<file path="config.mk">
export PLATFORM = sky130hd
export DESIGN_NAME = level_wall_rom_flat
export DESIGN_NICKNAME = d
export VERILOG_FILES = /design/src/rtl/level_pkg.sv /design/src/rtl/level_wall_rom_if.sv /design/src/rtl/room_tile_lookup.sv /design/src/rtl/level_wall_rom.sv /design/src/flat_wrapper.sv
export SDC_FILE = /design/constraint.sdc
export NUM_CORES = 1
export LEC_CHECK = 0
export BUFFER_PORTS_ARGS = -buffer_cell sky130_fd_sc_hd__buf_2
export CELL_PAD_IN_SITES_DETAIL_PLACEMENT = 0
export CELL_PAD_IN_SITES_GLOBAL_PLACEMENT = 1
export CORE_MARGIN = 4
export CORE_UTILIZATION = 33
export CTS_CLUSTER_DIAMETER = 100
export DETAILED_ROUTE_END_ITERATION = 10
export PLACE_DENSITY_LB_ADDON = 0.1
export SLEW_MARGIN = 20
export SYNTH_ARGS = -nofsm -noshare
export SYNTH_HDL_FRONTEND = slang
export SYNTH_HIERARCHICAL = 1
export SYNTH_SLANG_ARGS = --single-unit
</file>
<file path="constraint.sdc">
create_clock -name Clk -period 3.2 [get_ports Clk]
set_clock_uncertainty 0.15 [all_clocks]
set_input_delay 0.16 -clock Clk [delete_from_list [all_inputs] [get_ports Clk]]
set_output_delay 0.16 -clock Clk [all_outputs]
set_load 0.05 [all_outputs]
</file>
<file path="src/rtl/level_pkg.sv">
// Shared constants for the dungeon room wall map: tile geometry, door
// placement, per-room door masks and interior wall rectangles.
package level_pkg;

    localparam int TILE_SHIFT = 5;
    localparam int H_TILES    = 20;
    localparam int V_TILES    = 15;
    localparam int NUM_ROOMS  = 7;
    localparam int MAX_RECTS  = 2;

    typedef logic [4:0] tile_t;
    typedef logic [2:0] room_t;

    // Door mask bit positions, packed as {N,E,S,W}
    localparam int DOOR_N = 3;
    localparam int DOOR_E = 2;
    localparam int DOOR_S = 1;
    localparam int DOOR_W = 0;
    typedef logic [3:0] door_mask_t;

    // Last tile index on each axis (the far border row/column)
    localparam tile_t TX_LAST = tile_t'(H_TILES - 1);
    localparam tile_t TY_LAST = tile_t'(V_TILES - 1);

    // Door gap tile coordinates
    localparam tile_t DOOR_NS_X0 = 5'd9;
    localparam tile_t DOOR_NS_X1 = 5'd10;
    localparam tile_t DOOR_EW_Y  = 5'd7;

    // Pixel extents of the visible screen
    localparam logic [9:0] SCREEN_W = 10'(H_TILES << TILE_SHIFT);
    localparam logic [9:0] SCREEN_H = 10'(V_TILES << TILE_SHIFT);

    // Room index with no map: solid wall everywhere
    localparam room_t ROOM_WALLED = room_t'(NUM_ROOMS);

    localparam door_mask_t DOOR_MASK [NUM_ROOMS] = '{
        4'b1000,   // room 0: N
        4'b1110,   // room 1: N,E,S
        4'b0001,   // room 2: W
        4'b1110,   // room 3: N,E,S
        4'b1001,   // room 4: N,W
        4'b0010,   // room 5: S
        4'b0010    // room 6: S
    };

    // Inclusive tile rectangle
    typedef struct packed {
        tile_t x0;
        tile_t x1;
        tile_t y0;
        tile_t y1;
    } rect_t;

    // x0 > x1 so it never matches: marks an unused rectangle slot
    localparam rect_t NO_RECT = '{x0: 5'd31, x1: 5'd0, y0: 5'd31, y1: 5'd0};

    localparam rect_t ROOM_RECTS [NUM_ROOMS][MAX_RECTS] = '{
        '{NO_RECT, NO_RECT},
        '{'{x0: 5'd12, x1: 5'd15, y0: 5'd3,  y1: 5'd5 }, NO_RECT},
        '{'{x0: 5'd9,  x1: 5'd10, y0: 5'd11, y1: 5'd12}, NO_RECT},
        '{'{x0: 5'd10, x1: 5'd10, y0: 5'd3,  y1: 5'd11}, NO_RECT},
        '{'{x0: 5'd8,  x1: 5'd11, y0: 5'd6,  y1: 5'd8 }, NO_RECT},
        '{'{x0: 5'd9,  x1: 5'd10, y0: 5'd6,  y1: 5'd9 }, NO_RECT},
        '{'{x0: 5'd4,  x1: 5'd5,  y0: 5'd6,  y1: 5'd7 },
          '{x0: 5'd14, x1: 5'd15, y0: 5'd6,  y1: 5'd7 }}
    };

    function automatic logic in_rect(tile_t tx, tile_t ty, rect_t r);
        return (tx >= r.x0) && (tx <= r.x1) && (ty >= r.y0) && (ty <= r.y1);
    endfunction

endpackage

</file>
<file path="src/rtl/level_wall_rom_if.sv">
// Pixel query bus for the wall map: requester drives position and room,
// map answers with combinational and registered wall flags.
interface level_wall_rom_if;
    import level_pkg::*;

    logic [9:0] DrawX;
    logic [9:0] DrawY;
    room_t      room;
    logic       bg_type;
    logic       bg_type_q;

    modport master (output DrawX, DrawY, room, input bg_type, bg_type_q);
    modport slave  (input DrawX, DrawY, room, output bg_type, bg_type_q);

endinterface

</file>
<file path="src/rtl/room_tile_lookup.sv">
// Tile-level wall lookup for one in-range tile of a valid room.
// Precedence: door gap (floor) > border (wall) > interior rectangle (wall).
module room_tile_lookup
    import level_pkg::*;
(
    input  tile_t tx,
    input  tile_t ty,
    input  room_t room,
    output logic  wall
);

    room_t      room_idx;
    door_mask_t mask;
    logic       ns_span;
    logic       door_gap;
    logic       border;
    logic       rect_hit;

    // Classify the tile: door gaps override the border, border overrides rectangles
    always_comb begin
        room_idx = (room < ROOM_WALLED) ? room : '0;
        mask     = DOOR_MASK[room_idx];
        ns_span  = (tx >= DOOR_NS_X0) && (tx <= DOOR_NS_X1);

        door_gap = (mask[DOOR_N] && (ty == '0)      && ns_span)
                || (mask[DOOR_S] && (ty == TY_LAST) && ns_span)
                || (mask[DOOR_E] && (tx == TX_LAST) && (ty == DOOR_EW_Y))
                || (mask[DOOR_W] && (tx == '0)      && (ty == DOOR_EW_Y));

        border = (tx == '0) || (tx == TX_LAST) || (ty == '0) || (ty == TY_LAST);

        rect_hit = 1'b0;
        for (int i = 0; i < MAX_RECTS; i++) begin
            if (in_rect(tx, ty, ROOM_RECTS[room_idx][i])) begin
                rect_hit = 1'b1;
            end
        end

        if (door_gap) begin
            wall = 1'b0;
        end else if (border) begin
            wall = 1'b1;
        end else begin
            wall = rect_hit;
        end
    end

endmodule

</file>
<file path="src/rtl/level_wall_rom.sv">
// Wall/floor map for the dungeon rooms. bg_type answers in the same cycle
// so callers can use it inside their own next-state logic; bg_type_q is a
// one-cycle registered copy for pipelined consumers.
module level_wall_rom
    import level_pkg::*;
(
    input  logic             Clk,
    input  logic             Reset,
    level_wall_rom_if.slave  bus
);

    tile_t tx;
    tile_t ty;
    logic  tile_wall;
    logic  force_wall;
    logic  bg_type;
    logic  bg_type_d;
    logic  bg_type_q;

    assign tx = bus.DrawX[9:TILE_SHIFT];
    assign ty = bus.DrawY[9:TILE_SHIFT];

    room_tile_lookup u_lookup (
        .tx   (tx),
        .ty   (ty),
        .room (bus.room),
        .wall (tile_wall)
    );

    // Offscreen positions (including parked/wrapped sprites) and the unmapped room read as wall
    always_comb begin
        force_wall = (bus.DrawX >= SCREEN_W) || (bus.DrawY >= SCREEN_H)
                  || (bus.room == ROOM_WALLED);
        bg_type    = force_wall | tile_wall;
        bg_type_d  = bg_type;
    end

    // One-cycle registered copy of the wall flag
    always_ff @(posedge Clk) begin
        if (Reset) begin
            bg_type_q <= 1'b0;
        end else begin
            bg_type_q <= bg_type_d;
        end
    end

    assign bus.bg_type   = bg_type;
    assign bus.bg_type_q = bg_type_q;

endmodule

</file>
<file path="src/flat_wrapper.sv">
// flat-port wrapper written by rule: the top's interface ports become plain ports
module level_wall_rom_flat import level_pkg::*;
  (Clk, Reset, bus_DrawX, bus_DrawY, bus_room, bus_bg_type, bus_bg_type_q);
  level_wall_rom_if bus_i ();
  input  logic Clk;
  input  logic Reset;
  input wire logic [$bits(bus_i.DrawX)-1:0] bus_DrawX;
  input wire logic [$bits(bus_i.DrawY)-1:0] bus_DrawY;
  input wire logic [$bits(bus_i.room)-1:0] bus_room;
  output wire logic [$bits(bus_i.bg_type)-1:0] bus_bg_type;
  output wire logic [$bits(bus_i.bg_type_q)-1:0] bus_bg_type_q;
  assign bus_i.DrawX = bus_DrawX;
  assign bus_i.DrawY = bus_DrawY;
  assign bus_i.room = bus_room;
  assign bus_bg_type = bus_i.bg_type;
  assign bus_bg_type_q = bus_i.bg_type_q;
  level_wall_rom u_core (.Clk(Clk), .Reset(Reset), .bus(bus_i));
endmodule
</file>
# ---- Word level (Yosys, flattened, before mapping)
# Memories as Yosys holds them, arrays and structs flattened.
# Index checks and enable logic that the tools add are counted.
dict set report totals {
  reg_bits 1
  latchBits 0
  ramBits 0
  mem_bits_ro 352
  inputBits 25
  out_inout_bits 2
  n_memories 2
}
# name depth width read_ports rd_clocked_by_memory_dff write_ports line_no
set memory_table {}
lappend memory_table {{(no name shown)} 8 40 1 0 0 room_tile_lookup.sv:34} ;# if (in_rect(tx, ty, ROOM_RECTS[room_idx][i])) begin
lappend memory_table {{(no name shown)} 8 4 1 0 0 room_tile_lookup.sv:22} ;# mask = DOOR_MASK[room_idx];
dict set report classes {
  add_sub_neg 0
  multipliers 0
  div 0
  magnitude_cmp 14
  eq_ne 4
  shift 0
  muxes 9
  bitwise_logic 2
  n_reduce_logical 25
}
# operator n
set ops {}
lappend ops {{40-bit two-way mux} 2}
lappend ops {{5-bit greater-or-equal comparator} 4}
lappend ops {{5-bit <= comparator} 4}
lappend ops {{1-bit logical AND} 15}
lappend ops {{10-bit greater-or-equal comparator (second input constant)} 1}
lappend ops {{10-bit by 9-bit greater-or-equal comparator with 1-bit output (second input constant)} 1}
lappend ops {{5-bit zero test} 2}
lappend ops {{1-bit logical OR} 8}
lappend ops {{4-bit two-way mux} 2}
lappend ops {{5-bit by 3-bit equality test with 1-bit output (second input constant)} 1}
lappend ops {{5-bit by 4-bit equality test with 1-bit output (second input constant)} 1}
lappend ops {{5-bit equality test (second input constant)} 1}
lappend ops {{5-bit by 4-bit greater-or-equal comparator with 1-bit output (second input constant)} 1}
lappend ops {{5-bit by 4-bit <= comparator with 1-bit output (second input constant)} 1}
lappend ops {{4-bit greater-or-equal comparator (second input constant)} 1}
lappend ops {{1-bit two-way mux} 4}
lappend ops {{3-bit NOT with 4-bit output} 1}
lappend ops {{3-bit equality test (second input constant)} 1}
lappend ops {{3-bit less-than comparator (second input constant)} 1}
lappend ops {{3-bit two-way mux} 1}
lappend ops {{1-bit bitwise OR} 1}

# ---- Logic depth before layout (Yosys ltp)
# Gate-level depths: netlist of the first run.
dict set report depth {
  ltp_word 15
  mapped_depth 15
  ltp_nobuf 15
}

# ---- Cells and area by module
# Netlist of the first run, hierarchy kept.
# module n_inst cells_per_inst area_each_um2 seq_area_each_um2
set modules_own_cells {}
lappend modules_own_cells {room_tile_lookup 1 136 1056.0 0.0}
lappend modules_own_cells {level_wall_rom 1 7 66.3 20.0}

# ---- Worst setup path after synthesis of the first run
# Ideal clock, no wire load.
dict set report synth_timing {
  path_kind {input port to output port}
  from {input bus_room[1]}
  to {output bus_bg_type}
  arrival_time_ns 2.983
  t_required_ns 2.890
  path_slack_ns -0.093
  path_stages 14
  path_cell_list {ha_1 -> a21boi_4 -> nand2_1 -> inv_1 -> a21oi_1 -> ha_1 -> nor2b_1 -> a2111oi_0 -> nor2_1 -> nor4b_1 -> o2111ai_1 -> a221oi_2 -> nor2_1 -> nand4_1}
}
dict set report synth_between {
  elab_chain_len 15
  elab_cells_between_ends 41
  classes_between {order compare (9); eq/ne (1); mux (9); bitwise (2); reduce/logical (18); memory (2)}
}
# item line_no
set synth_rtl {}
lappend synth_rtl {{start: declaration} flat_wrapper.sv:9} ;# input wire logic [$bits(bus_i.room)-1:0] bus_room;
lappend synth_rtl {{3-bit less-than comparator} room_tile_lookup.sv:21} ;# room_idx = (room < ROOM_WALLED) ? room : '0;
lappend synth_rtl {{3-bit two-way mux *} room_tile_lookup.sv:21}
lappend synth_rtl {{3-bit NOT with 4-bit output (not written as such) *} {room_tile_lookup.sv:22, room_tile_lookup.sv:34}}
lappend synth_rtl {{memory 8 x 40 bit} n/a}
lappend synth_rtl {{40-bit two-way mux (not written as such) (2 in a row)} room_tile_lookup.sv:34}
lappend synth_rtl {{5-bit greater-or-equal comparator / 5-bit <= comparator (equally long branches)} level_pkg.sv:70} ;# return (tx >= r.x0) && (tx <= r.x1) && (ty >= r.y0) && (ty <= r.y1);
lappend synth_rtl {{1-bit logical AND (3 in a row)} level_pkg.sv:70}
lappend synth_rtl {{1-bit two-way mux (2 in a row)} room_tile_lookup.sv:34}
lappend synth_rtl {{1-bit two-way mux} room_tile_lookup.sv:41} ;# end else if (border) begin
lappend synth_rtl {{1-bit two-way mux *} room_tile_lookup.sv:39} ;# if (door_gap) begin
lappend synth_rtl {{via u_core.tile_wall} level_wall_rom.sv:14} ;# logic tile_wall;
lappend synth_rtl {{1-bit bitwise OR *} level_wall_rom.sv:34} ;# bg_type = force_wall | tile_wall;
lappend synth_rtl {{end: declaration} flat_wrapper.sv:10} ;# output wire logic [$bits(bus_i.bg_type)-1:0] bus_bg_type;
# Mark *: on every way through the listed nets, which the timed path passes. The rest lies on a longest branch. The select of a mux whose other input is x is not followed.

# ---- Final worst setup path of the first run
dict set report layout_timing {
  from {input bus_room[2]}
  to {output bus_bg_type}
}
# Same word-level chain as after synthesis.

==> results of run 1 <==
metal layers:
metal  wire [um]  vias up  global-route usage [%]
met1        1600      561                    22.1
met5           0        -                       0
met2        1490       16                    25.9
li1            -      615                       -
met3          92        0                   0.340
met4           0        0                       0
critical path, cell delays in order:
cell       delay, ps
buf_8            100
ha_4             160
buf_6            110
a21boi_4         180
nand2_2          110
inv_2             80
a21oi_2           30
ha_1             310
nor2b_4          140
a2111oi_4        280
nor2_2            80
nor4b_2          270
o2111ai_2        180
a221oi_2         260
nor2_1           100
nand4_1          100
buf_6            170
cells in the mapped netlist (all sizes together) (2+ instances only):
master and count:
o21bai 2, and3 2, nand3 4, o21ai 7, nor2b 4, nor3 4, o21a 2, inv 11
nand2 10, a21oi 8, nor2 9, nand4 6, nand2b 8, o22ai 2, nor4 3, mux2i 2
a311oi 2, ha 35, a211oi 3
stage by stage:
| stage | hold WS [ps] | setup WS [ps] |
|---|---|---|
| finish | 189 | 72.2 |
| global route | 206 | -76.4 |
| CTS | 192 | 0.768 |
| detailed placement | 185 | -244 |
| global placement | 176 | -165 |
| floorplan | 73.3 | 59.5 |
cell families after synthesis:
logic type,Yosys count,share of synthesized area [%]
simple gates,55,26.4
compound gates,37,24.9
fa+ha+maj,35,39.0
buf+inv,12,4.24
mux,2,2.90
xor+xnor,1,0.781
flops,1,1.78
layout make-up:
type	instances	area (um^2)	area share [%]
inverter	11	46.3	3.03
timing repair buffer	35	253	16.5
multi-input combinational	130	1160	75.6
sequential	1	20.0	1.31
tap	44	55.1	3.60
worst max path at each step:
stage                 from     endpoint  slack, ps  cells after the start
2_1_floorplan  bus_room[1]  bus_bg_type         60                     14
3_5_place_dp   bus_room[1]  bus_bg_type       -240                     16
5_1_grt        bus_room[1]  bus_bg_type        -80                     17
4_1_cts        bus_room[1]  bus_bg_type        0.8                     17
3_3_place_gp   bus_room[1]  bus_bg_type       -160                     17
6_report       bus_room[2]  bus_bg_type         70                     17
power by group through the flow:
stage                     logic (mW)  clock network, mW  registers [mW]
after detailed placement       0.201                  0          0.0139
after global routing           0.264                  0          0.0140
final                          0.235                  0          0.0139
after CTS                      0.211                  0          0.0139
after floorplan                0.118                  0          0.0178
after global placement         0.193                  0          0.0140
what timing repair did:
| item | in CTS | in global routing |
|---|---|---|
| setup endpoints to repair | 2 | 2 |
| buffers inserted | 0 | 1 |
| gates resized for setup | 9 | 22 |
| pin swaps | 3 | 11 |
==> reports/results.txt, run 1 <==
largest net degree at the start of global routing: 12
Least-Margin Pin Slew: 336 ps
Clock Power Share: 0%
area leader, netlist: ha_1
Placed Instances: 220
EDFF count, synth: 0
maximum VDD drop: 0.0589 mV
commonest cells after routing, fill and taps aside: ha_1, buf_4, buf_2
Synth cell types: 41
Port-buffer cells: 16
hold_sp: Reset
gpl congestion: 0.773
Sw Pwr: 125 uW
# diodes: 0
Seq/Total Area, Yosys: 1.78%
Most flops, register: u_core/bus.bg_type_q
crit end category: output pin
Pint: 124 uW
leading post-synthesis cells by cell area: ha_1, nand2b_1, a21oi_1, inv_1, nand2_1
wire length per cell: 14.4 um
# IOs: 27
design area: 1530 um^2
Final Max Tran Viols: 0
Core Region: 3150 um^2
Yosys top cell area share: 39.0%
first-pass GRT wire length: 5420 um
die footprint: 4400 um^2
row cnt: 20
ys flop type: dfxtp_1
most common cell after layout, fill and taps aside: ha_1
routed via count: 1192
hold-critical path depth: 2
fmax: 0.320 GHz
Die Y: 66.3 um
Post-synth ARST share: 0%
Synth Cell Area: 1120 um^2
Hold/Removal Path Class: in -> reg
syn_area_per_cell: 7.85 um^2
fin crit share: 97.7%
Overflow after GRT: 0
fillcell total: 325
PD cells: 163 nW/um^2
Antenna Nets Post-Route: 0
Pleak: 0.696 nW
Synth warnings: 6
DRT iter0 DRCs: 69
Seq cells post-synth: 1
endpoints failing setup: 0
sw frac: 50.2%
First-pass DRT Iterations: 4
WP data required: 2890 ps
setup_tns: 0 ps
GRT Util Overall: 15.1%
dpl hpwl: 2560 um
Die W: 66.3 um
CP Class: in -> out
Rel. slew slack: 77.4%
registers with the most flip-flops: u_core/bus.bg_type_q x1
register share of total power: 5.6%
initial antenna violation count: 0
cells after synthesis: 143
RSZ-0062 raised after global routing: yes
ratio of cells with drive above 1 in the final layout: 33.9%
vias per cell: 5.39
Endpoint, Worst Hold: u_core/bus.bg_type_q$_SDFF_PP0_
critical path launch point type: primary input
final hold vios: 0
Synth-to-Final Area Change: 36.3%
# nets final: 239
total power: 249 uW
WL final: 3190 um
Arr. time, crit path: 2820 ps
Comb pwr share: 94.4%
placed inst area: 1390 um^2
CP Max Fanout: 3
DRC: 0
Clock Pin Slew Worst Setup and Hold Paths: 0 ps
max reg flops: 1
Util after Layout: 48.5%
number of global-route vias before repair: 1159
max_cap viols: 0
Synth Net Count: 203
non-filler cells, final: 221
hold-fix buffers at CTS: 0
outcome: finished clean
starting density of the core: 35.6%
fin crit period: 3130 ps
Power figures use the tool's default switching activity.
==> run 2: changes to the inputs <==
Settings changed: CAP_MARGIN set to 30, CORE_UTILIZATION 33 to 39.
==> reports/results.txt, run 2 (synthesized netlist as in run 1, its figures left out) <==
Antenna Nets Post-Route: 0
RSZ-0062 raised after global routing: yes
placed inst area: 1380 um^2
Slowest cell on crit path: nor4_2
CP Max Fanout: 9
design area: 1610 um^2
worst-path cell chain: buf_8, ha_4, buf_6, a21boi_4, nand2_2, buf_6, buf_8, ha_4, nor2b_1, o21a_1, o22a_1, nor4_2, nor3_2, a221oi_2, nor2_1, nand4_1, buf_6
first-pass GRT wire length: 5120 um
ratio of cells with drive above 1 in the final layout: 38.6%
hold-fix buffers at CTS: 0
CP Class: in -> out
Pleak: 0.737 nW
Core Region: 2760 um^2
crit end category: output pin
Port-buffer cells: 16
fmax: 0.318 GHz
Util after Layout: 58.3%
registers with the most flip-flops: u_core/bus.bg_type_q x1
Fin Hold WS: 173 ps
Most flops, register: u_core/bus.bg_type_q
Final Max Tran Viols: 0
Synth-to-Final Area Change: 43.4%
wire length per cell: 16.2 um
Rel. slew slack: 77.5%
CP max stage delay: 330 ps
GRT Util Overall: 17.4%
# nets final: 246
Clock Pin Slew Worst Setup and Hold Paths: 0 ps
vias per cell: 5.76
routed via count: 1238
PD cells: 167 nW/um^2
DRT iter0 DRCs: 50
initial antenna violation count: 0
outcome: finished clean
maximum VDD drop: 0.152 mV
commonest cells after routing, fill and taps aside: ha_1, buf_4, buf_2, nor2_1
critical path launch point type: primary input
number of global-route vias before repair: 1098
die footprint: 3800 um^2
fin crit period: 3150 ps
max_cap viols: 0
final hold vios: 0
# IOs: 27
most common cell after layout, fill and taps aside: ha_1
fin crit share: 98.3%
Placed Instances: 208
hold-critical path depth: 2
most used cell, CP: buf_6
row cnt: 19
Least-Margin Pin Slew: 328 ps
WP data required: 2890 ps
# diodes: 0
First-pass DRT Iterations: 4
gpl congestion: 0.845
non-filler cells, final: 215
max reg flops: 1
DRC: 0
dpl hpwl: 2650 um
starting density of the core: 40.7%
Arr. time, crit path: 2840 ps
largest net degree at the start of global routing: 12
endpoints failing setup: 0
WL final: 3490 um
Hold/Removal Path Class: in -> reg
Die Y: 61.6 um
Die W: 61.6 um
Overflow after GRT: 0
-- run 2: repair_timing --
item | CTS | global route
setup endpoints to repair | 2 | 2
pin swaps | 5 | 17
setup buffers | 2 | 5
hold endpoints to repair | 0 | 0
resized for setup | 12 | 27
-- run 2: power breakdown --
group	internal [mW]	switching [mW]	leakage, nW
Clock	0	0	0
Sequential	0.0138	0.000258	0.00842
Combinational	0.122	0.132	0.729
Total	0.136	0.133	0.737
-- run 2: stage by stage --
stage	power [mW]	TNS [ps]	setup slack, ps
global placement	0.211	-129	-129
finish	0.268	0	54.3
floorplan	0.136	0	59.5
CTS	0.234	0	1.22
global route	0.293	-79.3	-54.4
detailed placement	0.219	-270	-230
-- run 2: routing by layer --
layer	global-route usage, %	wire, um	vias up
li1	-	-	631
met1	25.0	1710	592
met3	0	76	0
met2	30.9	1700	15
met5	0	0	-
met4	0	0	0
-- run 2: final cells by class --
type | count | area, um^2
tap | 31 | 38.8
multi-input combinational | 130 | 1190
timing repair buffer | 42 | 317
fill | 253 | 1150
inverter | 11 | 43.8
sequential | 1 | 20.0
-- run 2: path summary, 6_finish.rpt --
kind	from	endpoint	slack (ps)
worst max-delay path	bus_room[2]	bus_bg_type	50
worst min-delay path	Reset	u_core/bus.bg_type_q$_SDFF_PP0_	170
-- run 2: worst max-delay path, delay by kind of cell --
| family | cells | cell delay, ps |
|---|---|---|
| simple gates | 6 | 850 |
| compound gates | 4 | 810 |
| buf+inv | 5 | 640 |
| fa+ha+maj | 2 | 370 |
